$ cat src/rtl/step_clock_gen.sv
// Tempo-driven step clock: a phase accumulator turns BPM and steps-per-beat into
// single-cycle Step/Beat pulses with a wrapping step index.
module step_clock_gen #(
  parameter int unsigned CLK_HZ    = 50_000_000,
  parameter int unsigned BPM_W     = 9,
  parameter int unsigned NUM_STEPS = 16,
  localparam int unsigned IDX_W    = $clog2(NUM_STEPS)
) (
  input  logic             Clock,
  input  logic             nStart,
  input  logic             Run,
  input  logic [BPM_W-1:0] BPM,
  input  logic [1:0]       Div,
  input  logic             Restart,
  output logic             Step,
  output logic [IDX_W-1:0] StepIndex,
  output logic             Beat,
  output logic             Running
);

  // One minute of clock cycles is one full phase turn per quarter note at 1 BPM.
  localparam longint unsigned LIMIT = 64'(CLK_HZ) * 64'd60;
  localparam int unsigned     ACC_W = $clog2(LIMIT) + 1;
  localparam int unsigned     INC_W = BPM_W + 3;

  localparam logic [ACC_W-1:0] LIMIT_A  = ACC_W'(LIMIT);
  localparam logic [IDX_W-1:0] LAST_IDX = IDX_W'(NUM_STEPS - 1);

  typedef enum logic {IDLE, RUN} state_t;

  state_t             state;
  logic [ACC_W-1:0]   acc;
  logic [INC_W-1:0]   inc;
  logic [ACC_W-1:0]   sum;
  logic [IDX_W-1:0]   next_idx;
  logic [IDX_W-1:0]   div_mask;
  logic               beat_hit;

  assign inc      = INC_W'(BPM) << Div;
  assign sum      = acc + ACC_W'(inc);
  assign next_idx = (StepIndex == LAST_IDX) ? '0 : StepIndex + IDX_W'(1);
  assign div_mask = IDX_W'((9'd1 << Div) - 9'd1);
  assign beat_hit = ((next_idx & div_mask) == '0);
  assign Running  = (state == RUN);

  // NOTE: every register here, accumulator included, is cleared by the async reset
  // and updated with non-blocking assignments so all state moves on the same edge.
  always_ff @(posedge Clock or negedge nStart) begin
    if (!nStart) begin
      state     <= IDLE;
      acc       <= '0;
      StepIndex <= '0;
      Step      <= 1'b0;
      Beat      <= 1'b0;
    end else begin
      Step <= 1'b0;
      Beat <= 1'b0;
      case (state)
        IDLE: begin
          if (Run) begin
            state     <= RUN;
            acc       <= '0;
            StepIndex <= '0;
            Step      <= 1'b1;
            Beat      <= 1'b1;
          end
        end
        RUN: begin
          if (!Run) begin
            state     <= IDLE;
            acc       <= '0;
            StepIndex <= '0;
          end else if (Restart) begin
            acc       <= '0;
            StepIndex <= '0;
            Step      <= 1'b1;
            Beat      <= 1'b1;
          end else if (BPM != '0) begin
            // Carrying the remainder keeps the long-run period exact.
            if (sum >= LIMIT_A) begin
              acc       <= sum - LIMIT_A;
              StepIndex <= next_idx;
              Step      <= 1'b1;
              Beat      <= beat_hit;
            end else begin
              acc <= sum;
            end
          end
        end
        default: state <= IDLE;
      endcase
    end
  end

endmodule

$ cat config.mk
export PLATFORM = sky130hd
export DESIGN_NAME = step_clock_gen
export DESIGN_NICKNAME = d
export VERILOG_FILES = /design/src/rtl/step_clock_gen.sv
export SDC_FILE = /design/constraint.sdc
export NUM_CORES = 1
export LEC_CHECK = 0
export BUFFER_PORTS_ARGS = -buffer_cell sky130_fd_sc_hd__buf_2
export CORE_MARGIN = 2
export CORE_UTILIZATION = 50
export CTS_CLUSTER_DIAMETER = 100
export DETAILED_ROUTE_END_ITERATION = 10
export PLACE_DENSITY = 0.76
export SLEW_MARGIN = 20
export SYNTH_ARGS = -nofsm -noshare
export SYNTH_HDL_FRONTEND = slang
export SYNTH_SLANG_ARGS = --single-unit
$ cat constraint.sdc
create_clock -name Clock -period 5.4 [get_ports Clock]
set_clock_uncertainty 0.2 [all_clocks]
set_input_delay 1.08 -clock Clock [delete_from_list [all_inputs] [get_ports Clock]]
set_output_delay 1.08 -clock Clock [all_outputs]
set_load 0.02 [all_outputs]
==> metrics.md <==
| Metric | Value |
|---|---|
| Share of power burned in combinational logic | 22.7% |
| #FFs+latches synth | 40 |
| Clock power share | 35.8% |
| Initial DRC count | 247 |
| Finished Cell Area | 4703 um2 |
| WHS | 298.6 ps |
| CP arrival | 5190 ps |
| Fmax achieved | 192.4 MHz |
| Syn avg cell area | 8.118 um2 |
| Worst Hold Class | reg -> reg |
| Clock Sinks | 40 |
| Worst slew pin tran | 980.9 ps |
| Antenna violations before repair | 0 |
| P_int | 0.5128 mW |
| Crit path kind | in -> reg |
| Final HPWL DP | 8.784 mm |
| Total leakage power | 1.967 nW |
| CP Launch Type | input port |
| CP endpoint kind | flop |
| H-tree levels | 2 |
| Syn Nets | 536 |
| Number of diodes | 0 |
| Routability congestion estimate | 0.9134 |
| DRC | 0 |
| Synthesized area | 4108 um2 |
| Hold_buf cts | 0 |
| I/O pin total | 22 |
| Sw Ratio | 31.23% |
| Slew Viols, Final | 0 |
| Fin crit share | 96.23% |
| Post-DRT Antenna Nets | 0 |
| Post-synthesis sequential area ratio | 24.37% |
| Count of cell types in the netlist | 75 |
| Net count, final | 575 |
| Layout Utilization | 58.12% |
| Synth area leader | dfrtp_1 |
| Total of max-cap violations | 0 |
| Core area | 8093 um2 |
| Filler Cells Inserted | 755 |
| Via count | 4,092 |
| Drt pass-1 iters | 5 |
| Initial Util | 50.76% |
| Post-Syn Instances | 506 |
| Placed instance area | 4514 um2 |
| CTS clk-pin slew, worst paths | 80 ps |
| Root Buffer | clkbuf_8 |
| Pwr Density | 158.5 nW/um2 |
| Min cycle time layout | 5196 ps |
| Synth async-reset ratio | 100.0% |
| Die Y | 94.64 um |
| Max FO, Critical Path | 9 |
| Full die area | 8957 um2 |
| Via/cell ratio | 6.286 |
| Max VDD drop | 0.08809 mV |
| CTS Buf Count | 5 |
| Slew HR | 34.61% |
| Worst skew pair latency | 310 ps |
| Post-synth EDFFs | 0 |
| Share of layout cells above drive strength 1 | 20.15% |
| CTS Buffer Depth | 2 |
| Top_reg_cell synth | dfrtp_1 |
| Grt total ovfl | 0 |
| Drt total wl | 11.64 mm |
| Total power | 0.7456 mW |
| Rows | 33 |
| First-pass GRT wire length | 19.30 mm |
| Yosys top cell area share | 24.37% |
| Port-buffer cells | 21 |
| P_sw | 0.2328 mW |
| Vias in the first global route | 4,123 |
| Largest net degree at the start of global routing | 41 |
| Drt wl/cell | 17.87 um |
| Total GRT Usage | 26.99% |
| Area delta synth->final | 14.50% |
| Flop pwr share | 41.5% |
| Required time worst endpoint | 5390 ps |
| CTS tree | built |
| Ranking of synthesized cells by area | dfrtp_1, xnor2_1, a21oi_1, nand2_1, ha_1 |
| Status | complete, no violations |
| Hold Fails Final Rpt | 0 |
| Yosys Warn Count | 0 |
| Die X-Extent | 94.64 um |
| Finish-stage setup viols | 0 |
## power by group through the flow
stage / Clock, mW / Combinational (mW) / Sequential, mW
2_1_floorplan: 0 / 0.114 / 0.316
3_3_place_gp: 0 / 0.158 / 0.315
3_5_place_dp: 0 / 0.162 / 0.315
4_1_cts: 0.271 / 0.163 / 0.310
5_1_grt: 0.279 / 0.186 / 0.310
6_report: 0.267 / 0.169 / 0.310
## timing repair
item,4_1_cts,5_1_grt
setup buffers,0,1
endpoints found under the hold margin,0,0
endpoints found under the setup margin,0,22
gates resized for setup,0,14
## through the flow
step                      cells  TNS (ps)  setup WS, ps
after floorplan             506         0         53.11
after global placement      642    -82.15        -57.55
after detailed placement    642    -910.4        -157.1
after CTS                   650         0         156.8
after global routing        651    -6.735        -4.210
final                       651         0         203.8
## routing by layer
| layer | track usage [%] | part of all wire [%] | up-vias |
|---|---|---|---|
| li1 | - | - | 1959 |
| met1 | 34.35 | 45 | 1963 |
| met2 | 47.87 | 48 | 146 |
| met3 | 3.192 | 4.9 | 24 |
| met4 | 7.971 | 1.8 | 0 |
| met5 | 0 | 0 | - |
## cell usage after synthesis (4+ instances only)
library cell,count
a211oi_1,6
a21o_1,7
a21oi_1,37
a22o_1,12
a31oi_1,16
and2_1,5
and3_1,6
buf_2,8
clkbuf_1,17
dfrtp_1,40
ha_1,14
inv_1,19
mux2i_1,12
nand2_1,49
nand2b_1,6
nand3_1,24
nand4_1,12
nand4b_1,5
nor2_1,29
nor2b_1,4
nor3_1,16
nor4_1,4
o211ai_1,5
o21a_1,5
o21ai_0,25
o22ai_1,9
xnor2_1,32
xor2_1,14
## flip-flops by register name, summed over array words and instances, names as in the netlist
register / cells
Running: 1
Step: 1
StepIndex: 4
Beat: 1
acc: 33
## kinds of logic after synthesis
group                      Yosys count  synth area share (%)
adders and majority gates           15                 4.752
DFF                                 40                 24.37
xor gates and xnor gates            48                 10.60
muxes                               14                 3.838
and+or+nand+nor                    180                 23.18
AOI/OAI and AO/OA                  163                 28.63
buffers and inverters               46                 4.630
## layout by cell type (no fill, tap or decap), types with 5 or more instances in the layout
cell type and n:
nand2_1 49, dfrtp_1 40, buf_4 38, a21oi_1 36, xnor2_1 31, nor2_1 29, o21ai_0 24, nand3_1 23
buf_2 21, inv_1 19, nor3_1 16, xor2_1 14, a31oi_1 14, mux2i_1 12, nand4_1 12, a22o_1 12
ha_1 11, o22ai_1 8, a21o_1 7, and3_1 6, nand2b_1 6, o211ai_1 5, o21a_1 5, a211oi_2 5
nand4b_1 5, clkbuf_8 5
## final timing paths
check	startpoint	end	slack, ps	cells after the start
worst max-delay path	Div[0]	acc[31]	200	18
worst min-delay path	acc[10]	acc[10]	300	2
worst max register to register	acc[0]	acc[31]	1120	17
worst min register to register	acc[10]	acc[10]	300	2
max in group asynchronous	nStart	acc[32]	3670	1
min in group asynchronous	nStart	acc[5]	730	1
## critical path: stages
cell and delay, ps:
buf_2 190, buf_4 210, mux2i_1 280, mux2i_1 150, ha_2 400, nand4_1 150
a211oi_2 330, a221oi_4 130, buf_4 190, nor3_4 170, nand4b_1 220, a211oi_4 340
nand2_4 110, a311o_1 360, a21o_1 220, a21bo_1 210, a31o_1 210, mux2_4 250
## final cells by class
type	instances	area (um2)	area share (%)
Sequential cell	40	1001	21.28
Clock inverter	3	46.29	0.9843
Clock buffer	5	68.82	1.463
Inverter	19	71.32	1.516
Tap cell	105	131.4	2.793
Multi-Input combinational cell	420	2994	63.66
Timing Repair Buffer	59	390.4	8.300
No activity file was read; power rests on OpenSTA's default activity.
